`src/rtl/fft_bitrev_reorder.sv`:
```
// Frame reorder: stores 64 samples in natural order to external RAM, reads back bit-reversed (FFT_REORDER_OVF_EN adds sticky OVF).
// Latency: first DOUT 66 ED cycles after first DI; BUSY from START to last DOUT, next START one cycle later.
// Backpressure: none; ED=0 freezes everything, START while BUSY is ignored.
module fft_bitrev_reorder #(
    parameter int nb = 32
) (
    input  logic          CLK,
    input  logic          RST,
    input  logic          ED,
    input  logic          START,
    input  logic [nb-1:0] DI,
    output logic [nb-1:0] DOUT,
    output logic          DOV,
    output logic          RDY,
    output logic          BUSY,
    output logic          OVF,
    output logic          RAM_ED,
    output logic          RAM_WE,
    output logic [5:0]    RAM_ADDR,
    output logic [nb-1:0] RAM_DI,
    input  logic [nb-1:0] RAM_DO
);

    typedef enum logic [1:0] {IDLE, WRITE, READ, DRAIN} state_t;

    state_t     state, state_nxt;
    logic [5:0] cnt, cnt_nxt;
    logic       rd_issue;
    logic       vld_p1;
    logic       first_p1;

    assign RAM_ED = ED;
    assign RAM_DI = DI;
    assign BUSY   = (state != IDLE);

    always_ff @(posedge CLK or negedge RST) begin
        if (!RST) begin
            state <= IDLE;
            cnt   <= 6'd0;
        end else if (ED) begin
            state <= state_nxt;
            cnt   <= cnt_nxt;
        end
    end

    always_comb begin
        state_nxt = state;
        cnt_nxt   = cnt;
        RAM_WE    = 1'b0;
        RAM_ADDR  = 6'd0;
        rd_issue  = 1'b0;
        case (state)
            IDLE: begin
                if (START) begin
                    state_nxt = WRITE;
                    cnt_nxt   = 6'd0;
                end
            end
            WRITE: begin
                RAM_WE   = 1'b1;
                RAM_ADDR = cnt;
                cnt_nxt  = cnt + 6'd1;
                if (cnt == 6'd63)
                    state_nxt = READ;
            end
            READ: begin
                RAM_ADDR = {cnt[0], cnt[1], cnt[2], cnt[3], cnt[4], cnt[5]};
                rd_issue = 1'b1;
                cnt_nxt  = cnt + 6'd1;
                if (cnt == 6'd63)
                    state_nxt = DRAIN;
            end
            DRAIN: begin
                // cnt restarts at 0 on entry; two cycles flush RAM and output stages
                cnt_nxt = cnt + 6'd1;
                if (cnt == 6'd1) begin
                    state_nxt = IDLE;
                    cnt_nxt   = 6'd0;
                end
            end
            default: begin
                state_nxt = IDLE;
                cnt_nxt   = 6'd0;
            end
        endcase
    end

    // Valid tag stage 1 lines up with RAM_DO, stage 2 is DOV itself
    always_ff @(posedge CLK or negedge RST) begin
        if (!RST) begin
            vld_p1   <= 1'b0;
            first_p1 <= 1'b0;
            DOV      <= 1'b0;
            RDY      <= 1'b0;
            DOUT     <= '0;
        end else if (ED) begin
            vld_p1   <= rd_issue;
            first_p1 <= rd_issue && (cnt == 6'd0);
            DOV      <= vld_p1;
            RDY      <= first_p1;
            if (vld_p1)
                DOUT <= RAM_DO;
        end
    end

`ifdef FFT_REORDER_OVF_EN
    always_ff @(posedge CLK or negedge RST) begin
        if (!RST)
            OVF <= 1'b0;
        else if (ED && START && BUSY)
            OVF <= 1'b1;
    end
`else
    assign OVF = 1'b0;
`endif

endmodule

```
`config.mk`:
```
export PLATFORM = sky130hd
export DESIGN_NAME = fft_bitrev_reorder
export DESIGN_NICKNAME = d
export VERILOG_FILES = /design/src/rtl/fft_bitrev_reorder.sv
export SDC_FILE = /design/constraint.sdc
export NUM_CORES = 1
export LEC_CHECK = 0
export CORE_MARGIN = 4
export CORE_UTILIZATION = 33
export CTS_CLUSTER_SIZE = 24
export DETAILED_ROUTE_END_ITERATION = 10
export PLACE_DENSITY = 0.87
export SYNTH_ARGS = -nofsm -noshare
export SYNTH_HDL_FRONTEND = slang
export SYNTH_SLANG_ARGS = --single-unit
export TNS_END_PERCENT = 20
```
`constraint.sdc`:
```
create_clock -name CLK -period 1.5 [get_ports CLK]
set_clock_uncertainty 0.05 [all_clocks]
set_input_delay 0.15 -clock CLK [delete_from_list [all_inputs] [get_ports CLK]]
set_output_delay 0.15 -clock CLK [all_outputs]
set_load 0.1 [all_outputs]
```
=== Word level (Yosys, flattened, before mapping) ===
Cells that the tools add are included.

* Logic and storage cells: 36
* Input port bits: 68
* Output and inout port bits: 76
* Register bits after elaboration: 44

* Equal/unequal tests: 9
* Muxes and demuxes: 11
* Add/subtract/negate cells: 1
* Reductions and logical operators: 8

{| class="wikitable"
|+ Operators by type and width
! operator !! count
|-
| $pmux W6 S3 || 1
|-
| $mux W6 || 2
|-
| $pmux W6 S2 || 1
|-
| $mux W2 || 4
|-
| $ne A2 B2 Y1 const B || 4
|-
| $pmux W2 S4 || 1
|-
| $add A6 B1 Y6 const B || 1
|-
| $eq A6 B1 Y1 const B || 1
|-
| $eq A6 B6 Y1 const B || 1
|-
| $logic_not A6 Y1 || 1
|-
| $reduce_and A5 Y1 || 1
|-
| $eq A2 B2 Y1 const B || 2
|-
| $reduce_and A2 Y1 || 2
|-
| $eq A2 B1 Y1 const B || 1
|-
| $logic_not A2 Y1 || 1
|-
| $mux W1 || 2
|-
| $reduce_bool A2 Y1 || 1
|-
| $reduce_or A2 Y1 || 1
|-
| $logic_and A1 B1 Y1 || 1
|}

=== Longest topological paths before layout ===
Gate-level depths: netlist of run 1.

* Depth after elaboration: 3
* Gate-level depth with buffers: 6
* Depth with buffers taken out: 6

=== Worst setup path before layout of run 1 ===
Ideal clock, no wire load.

* Kind: reg-to-output
* Start: register state[1]
* End: output port RAM_ADDR[0]
* Buffers on the path: 0
* Data required time: 1300 ps
* Data arrival time: 2902 ps
* Stages on the path, launching flop included: 5
* Slack: -1602 ps
* Cell sequence: dfrtp_1 -> inv_1 -> ha_1 -> a22oi_1 -> nor2_1

* Word-level cells in the longest chain between the ends: 2
* Elaborated cells between the ends (all ways): 3
* Classes of those cells: eq/ne (2); mux (1)

{| class="wikitable"
|+ Ends and longest elaborated chain
! what !! RTL line !! source
|-
| start, declared || 26 || <nowiki>state_t state, state_nxt;</nowiki>
|-
| start signal, assigned || 41 || <nowiki>state <= state_nxt;</nowiki>
|-
| $eq A2 B2 Y1 or $eq A2 B1 Y1 (tied branches) || 52 || <nowiki>case (state)</nowiki>
|-
| $pmux W6 S2 * || 52 ||
|-
| end, declared || 19 || <nowiki>output logic [5:0] RAM_ADDR,</nowiki>
|}

Mark *: on every way between the ends. The rest lies on a longest branch, timed or not.

=== Final worst setup path of run 1 ===
* Start: register state[0]
* End: output port RAM_ADDR[4]

The elaborated chain is that of the path after synthesis.

==> metrics.md, run 1 <==
| Metric | Value |
|---|---|
| Synth Area per Inst | 11.9 sq um |
| Die Y | 90.6 microns |
| Crit path max fanout | 8 |
| CORE AREA | 6490 sq um |
| Final worst slack | -0.309 ns |
| Vias in the first global route | 1763 |
| H-tree depth | 2 |
| Crit path buf inv count | 3 |
| First-pass GRT wire length | 8820 microns |
| Fin. max-slew vios | 0 |
| Tmin final | 1.81 ns |
| Slowest cell on crit path | dfrtp_1 |
| Starting Density | 34.7% |
| IO Pins | 144 |
| CP dominant cell by count | buf_4 |
| Root Buffer | clkbuf_8 |
| Largest net degree at the start of global routing | 26 |
| Crit start category | flop |
| Final hold violation count | 0 |
| Vias | 1689 |
| DP Worst Slack | -0.150 ns |
| Width of the die | 90.6 microns |
| Status | finished with violations |
| CP max stage delay | 0.41 ns |
| CP Class | flop to primary output |
| DP HPWL | 4200 microns |
| Number of synthesized register bits | 44 |
| Max clock buf depth | 2 |
| Most frequent cells in the layout | buf_12, dfrtp_1, mux2_2, clkdlybuf4s50_1, buf_4 |
| Critical Path End Type | primary output |
| Avg Vias per Cell | 4.85 |
| CTS tree | done |
| Worst EP required | 1.30 ns |
| Initial DRT Pass Iterations | 4 |
| GP Congestion | 0.837 |
| Max_cap viols | 0 |
| Top cells by area, synth | dfrtp_1, mux2_2, buf_4, ha_1, a22oi_1 |
| Distinct cells, synth | 31 |
| Clock slew at reported path FFs | 0.08 ns |
| Drt drc | 0 |
| Cell Rows | 29 |
| Hold crit path type | input pin to asynchronous set/reset pin |
| Grt total ovfl | 0 |
| Most common cell after layout, fill and taps aside | buf_12 |
| Total Routed Length | 5550 microns |
| Worst skew pair latency | 0.29 ns |
| Share of the synthesized area in the top cell type | 48.9% |
| Mapped Area | 2250 sq um |
| Layout cell share with drive strength beyond 1 | 57.2% |
| Mapped Cells | 189 |
| Number of diodes | 0 |
| Most area-hungry cell type in the Yosys netlist | dfrtp_1 |
| Final net count | 346 |
| # port buffers | 78 |
| Clock sink count | 44 |
| Initial antenna violation count | 0 |
| Sequential fraction of the synthesis area | 48.9% |
| Area grow syn2layout | 72.7% |
| Critical Path AT | 1.61 ns |
| Routed len/inst | 15.9 microns |
| Final setup viols | 16 |
| RSZ-0062 raised after global routing | true |
| Synth warn | 0 |
| Die area | 8210 sq um |
| Largest delay share family, worst path | buffers and inverters |
| CP cell instances | buf_4 > buf_4 > ha_4 > a22oi_2 > nor2_4 > buf_12 |
| Initial drt markers | 32 |
| Syn nets | 265 |
| Fmax | 553 MHz |
| Tcrit/Tclk final | 121% |
| DRT antenna net count | 0 |
| GRT Util Overall | 13.2% |
| Cts bufs inserted | 5 |
| Failing checks | negative setup slack |
final cells by class:
class                   instances  area (sq um)
clock buffers                   6          72.6
clock inverters                 2          35.0
fillers                       477          2600
inverters                      11          47.5
multi-input cells              92           985
flip-flops and latches         44          1100
well taps                      77          96.3
repair buffers                116          1560
what timing repair did:
| item | 4_1_cts | 5_1_grt |
|---|---|---|
| pin swaps | 11 | 3 |
| resized for setup | 21 | 6 |
| hold endpoints to repair | 44 | 0 |
| setup endpoints to repair | 16 | 16 |
| setup buffers | 7 | 4 |
| hold buffers | 1 | 0 |
worst paths after layout:
| kind | startpoint | to | slack [ns] | cells past startpoint |
|---|---|---|---|---|
| max in group asynchronous | RST | cnt[0] | 0.76 | 3 |
| min in group CLK | DI[6] | RAM_DI[6] | 0.25 | 0 |
| setup reg to reg | state[0] | cnt[2] | -0.26 | 8 |
| hold reg to reg | first_p1 | RDY | 0.47 | 1 |
| setup / recovery | state[0] | RAM_ADDR[4] | -0.31 | 6 |
| hold / removal | RST | DOUT[17] | 0.17 | 2 |
state kept, by name, indices dropped and copies added, names as in the netlist:
| register | count |
|---|---|
| state | 2 |
| cnt | 6 |
| RDY | 1 |
| DOUT | 32 |
| vld_p1 | 1 |
| DOV | 1 |
| first_p1 | 1 |
logic make-up after synthesis:
kind of cell             count (synthesis)  share of synthesized area (%)
AO/OA/AOI/OAI                           21                           7.33
adder cells (fa/ha/maj)                  8                           4.44
buffers and inverters                   53                           15.1
flip-flops                              44                           48.9
multiplexers                            36                           17.9
other                                    1                          0.166
AND/OR/NAND/NOR                         26                           6.22
per-layer routing:
layer | global-route usage [%] | vias to the layer above | part of all wire (%)
met5 | 0 | - | 0
met4 | 3.44 | 0 | 2.0
met3 | 4.08 | 16 | 8.1
met2 | 23.2 | 80 | 52
met1 | 15.6 | 825 | 38
li1 | - | 768 | -
through the flow:
step,util (%),instances,instance area [sq um],TNS (ns),hold slack (ns)
2_1_floorplan,-,189,2340,-4.93,-0.196
3_3_place_gp,54.9,328,3570,-1.22,-0.0644
3_5_place_dp,54.9,328,3570,-2.52,-0.0583
4_1_cts,59.1,344,3840,-3.86,0.159
5_1_grt,59.9,348,3890,-5.33,0.174
6_report,59.9,348,3890,-3.96,0.166
synthesized netlist by cell type:
cell / number
a2111oi_4: 1
a21oi_1: 2
a22oi_1: 6
a31oi_1: 1
and2b_2: 1
and3_1: 1
buf_2: 5
buf_4: 34
buf_6: 1
clkbuf_1: 2
conb_1: 1
dfrtp_1: 44
ha_1: 8
inv_1: 10
inv_2: 1
mux2_2: 34
mux2i_1: 2
nand2_1: 7
nand2b_1: 1
nand3_1: 5
nand4_1: 2
nor2_1: 7
nor3b_1: 1
nor4_4: 1
o21ai_0: 4
o21ai_2: 1
o21bai_1: 1
o22a_1: 1
o22ai_1: 1
o311ai_0: 2
o31ai_1: 1
Power of run 1 is not shown: default switching activity piles up to over one toggle a cycle in this logic, so the estimate is an artifact.
==> run 2: changes to the inputs <==
--- a/config.mk
+++ b/config.mk
@@ -10,6 +10,7 @@
 export CTS_CLUSTER_SIZE = 24
 export DETAILED_ROUTE_END_ITERATION = 10
 export PLACE_DENSITY = 0.87
+export SLEW_MARGIN = 15
 export SYNTH_ARGS = -nofsm -noshare
 export SYNTH_HDL_FRONTEND = slang
 export SYNTH_SLANG_ARGS = --single-unit
==> constraint.sdc (replaced) <==
create_clock -name CLK -period 1.5 [get_ports CLK]
set_clock_uncertainty 0.05 [all_clocks]
set_input_delay 0.375 -clock CLK [delete_from_list [all_inputs] [get_ports CLK]]
set_output_delay 0.375 -clock CLK [all_outputs]
set_load 0.1 [all_outputs]
==> run 2 against run 1 <==
Against the previous run: the flow still finishes with violations (negative setup slack); non-clock buffer count is 8 lower; via count down 4.2%; global-route usage is 0.23 points lower.
==> metrics.md, run 2 (synthesis results as in run 1) <==
| Metric | Value |
|---|---|
| Crit path buf inv count | 4 (+1) |
| Worst EP required | 1.07 ns (-0.23 ns) |
| Starting Density | 34.7% (unchanged) |
| Routed len/inst | 15.8 microns (-1.2%) |
| Fin. max-slew vios | 0 (unchanged) |
| Max clock buf depth | 2 (unchanged) |
| Final setup viols | 16 (unchanged) |
| CP dominant cell by count | buf_12 |
| Final hold violation count | 0 (unchanged) |
| RSZ-0062 raised after global routing | true |
| Failing checks | negative setup slack |
| Fin cells | 340 (-2.3%) |
| Cell Rows | 29 (unchanged) |
| Most flops, register | DOUT |
| CTS tree | done |
| Hold crit path type | input pin to asynchronous set/reset pin |
| H-tree depth | 2 (unchanged) |
| Status | finished with violations |
| Max reg flops | 32 (unchanged) |
| DRT antenna net count | 0 (unchanged) |
| Final net count | 338 (-2.3%) |
| Initial drt markers | 17 (-47%) |
| GRT Util Overall | 13.0% (-0.23 points) |
| TNS Setup | -4.65 ns (-0.695 ns) |
| Crit start category | flop |
| Crit path max fanout | 7 (-1) |
| Total Routed Length | 5360 microns (-3.5%) |
| Clock sink count | 44 (unchanged) |
| Vias | 1618 (-4.2%) |
| Number of diodes | 0 (unchanged) |
| Initial DRT Pass Iterations | 4 (unchanged) |
| CP max stage delay | 0.37 ns (-0.04 ns) |
| GP Congestion | 0.790 (-5.6%) |
| Root Buffer | clkbuf_8 |
| First-pass GRT wire length | 8630 microns (-2.1%) |
| Tmin final | 1.93 ns (+0.120 ns) |
| Grt total ovfl | 0 (unchanged) |
| Final worst slack | -0.429 ns (-0.120 ns) |
| Layout cell share with drive strength beyond 1 | 54.8% (-2.4 points) |
| CORE AREA | 6490 sq um (unchanged) |
| Dpl cells | 327 (-0.30%) |
| Slowest cell on crit path | dfrtp_1 |
| Core Util, Final | 58.5% (-1.4 points) |
| Avg Vias per Cell | 4.76 (-1.9%) |
| Die Y | 90.6 microns (unchanged) |
| Largest net degree at the start of global routing | 45 (+73%) |
| Drt drc | 0 (unchanged) |
| Width of the die | 90.6 microns (unchanged) |
| Biggest regs | DOUT (32), cnt (6), state (2) |
| Clock slew at reported path FFs | 0.08 ns (about the same) |
| Critical Path AT | 1.50 ns (-0.11 ns) |
| Largest delay share family, worst path | buffers and inverters |
| Most frequent cells in the layout | buf_12, dfrtp_1, mux2_2 |
| Die area | 8210 sq um (unchanged) |
| Tcrit/Tclk final | 129% (+8.0 points) |
| # port buffers | 78 (unchanged) |
| DP HPWL | 4010 microns (-4.5%) |
| Worst skew pair latency | 0.29 ns (about the same) |
| Critical Path End Type | primary output |
| Cts bufs inserted | 5 (unchanged) |
| Fmax | 518 MHz (-6.2%) |
| CP Class | flop to primary output |
| Area grow syn2layout | 68.6% |
| CP cell instances | inv_2 > ha_4 > inv_4 > buf_12 > nor2_4 > buf_12 |
| Max_cap viols | 0 (unchanged) |
| Vias in the first global route | 1757 (-0.34%) |
| Most common cell after layout, fill and taps aside | buf_12 |
| IO Pins | 144 (unchanged) |
| Initial antenna violation count | 0 (unchanged) |
| Hold_buf cts | 0 (-1) |
-- run 2: timing repair --
item,CTS,global route
pin swaps,1,7
hold endpoints to repair,0,0
gates resized for setup,11,3
setup buffers,1,4
setup endpoints to repair,16,16
-- run 2: worst reg2reg max path, stage by stage (launching register included) --
cell,delay [ns]
dfrtp_1,0.37
inv_2,0.08
buf_4,0.14
ha_1,0.20
o21bai_1,0.17
a31oi_1,0.15
buf_4,0.17
nand2b_4,0.09
o311ai_2,0.26
-- run 2: metrics by stage --
stage | cell area, sq um | hold WS [ns] | worst slack [ns]
global placement | 3600 | 0.320 | -0.269
finish | 3800 | 0.00509 | -0.429
floorplan | 2360 | 0.0294 | -0.478
global route | 3800 | 0.00932 | -0.505
CTS | 3750 | 0.00220 | -0.492
detailed placement | 3600 | 0.322 | -0.322
-- run 2: final cells by class --
cell class	count	area (sq um)
Multi-Input combinational cell	92	963
Tap cell	77	96.3
Fill cell	496	2700
Timing Repair Buffer	108	1480
Sequential cell	44	1100
Inverter	11	47.5
Clock inverter	2	35.0
Clock buffer	6	72.6
-- run 2: layer usage --
metal  track usage [%]  part of all wire [%]  wire [microns]  vias to the layer above
met5                 0                     0               0                        -
met4              4.72                   1.3              70                        0
met3              3.42                   7.7             413                       12
met2              22.4                    51            2720                       72
met1              15.4                    40            2160                      778
li1                  -                     -               -                      756
-- run 2: path summary, 6_finish.rpt --
kind	from	to	slack, ns	depth (start not counted)
hold / removal	RST	DOUT[29]	0.005	2
setup / recovery	state[0]	RAM_ADDR[1]	-0.43	6
setup reg to reg	state[0]	cnt[2]	-0.29	8
hold reg to reg	vld_p1	vld_p1	0.47	1
max in group asynchronous	RST	cnt[2]	1.18	2
min in group CLK	vld_p1	vld_p1	0.47	1
Power of run 2 is left out for the same reason.
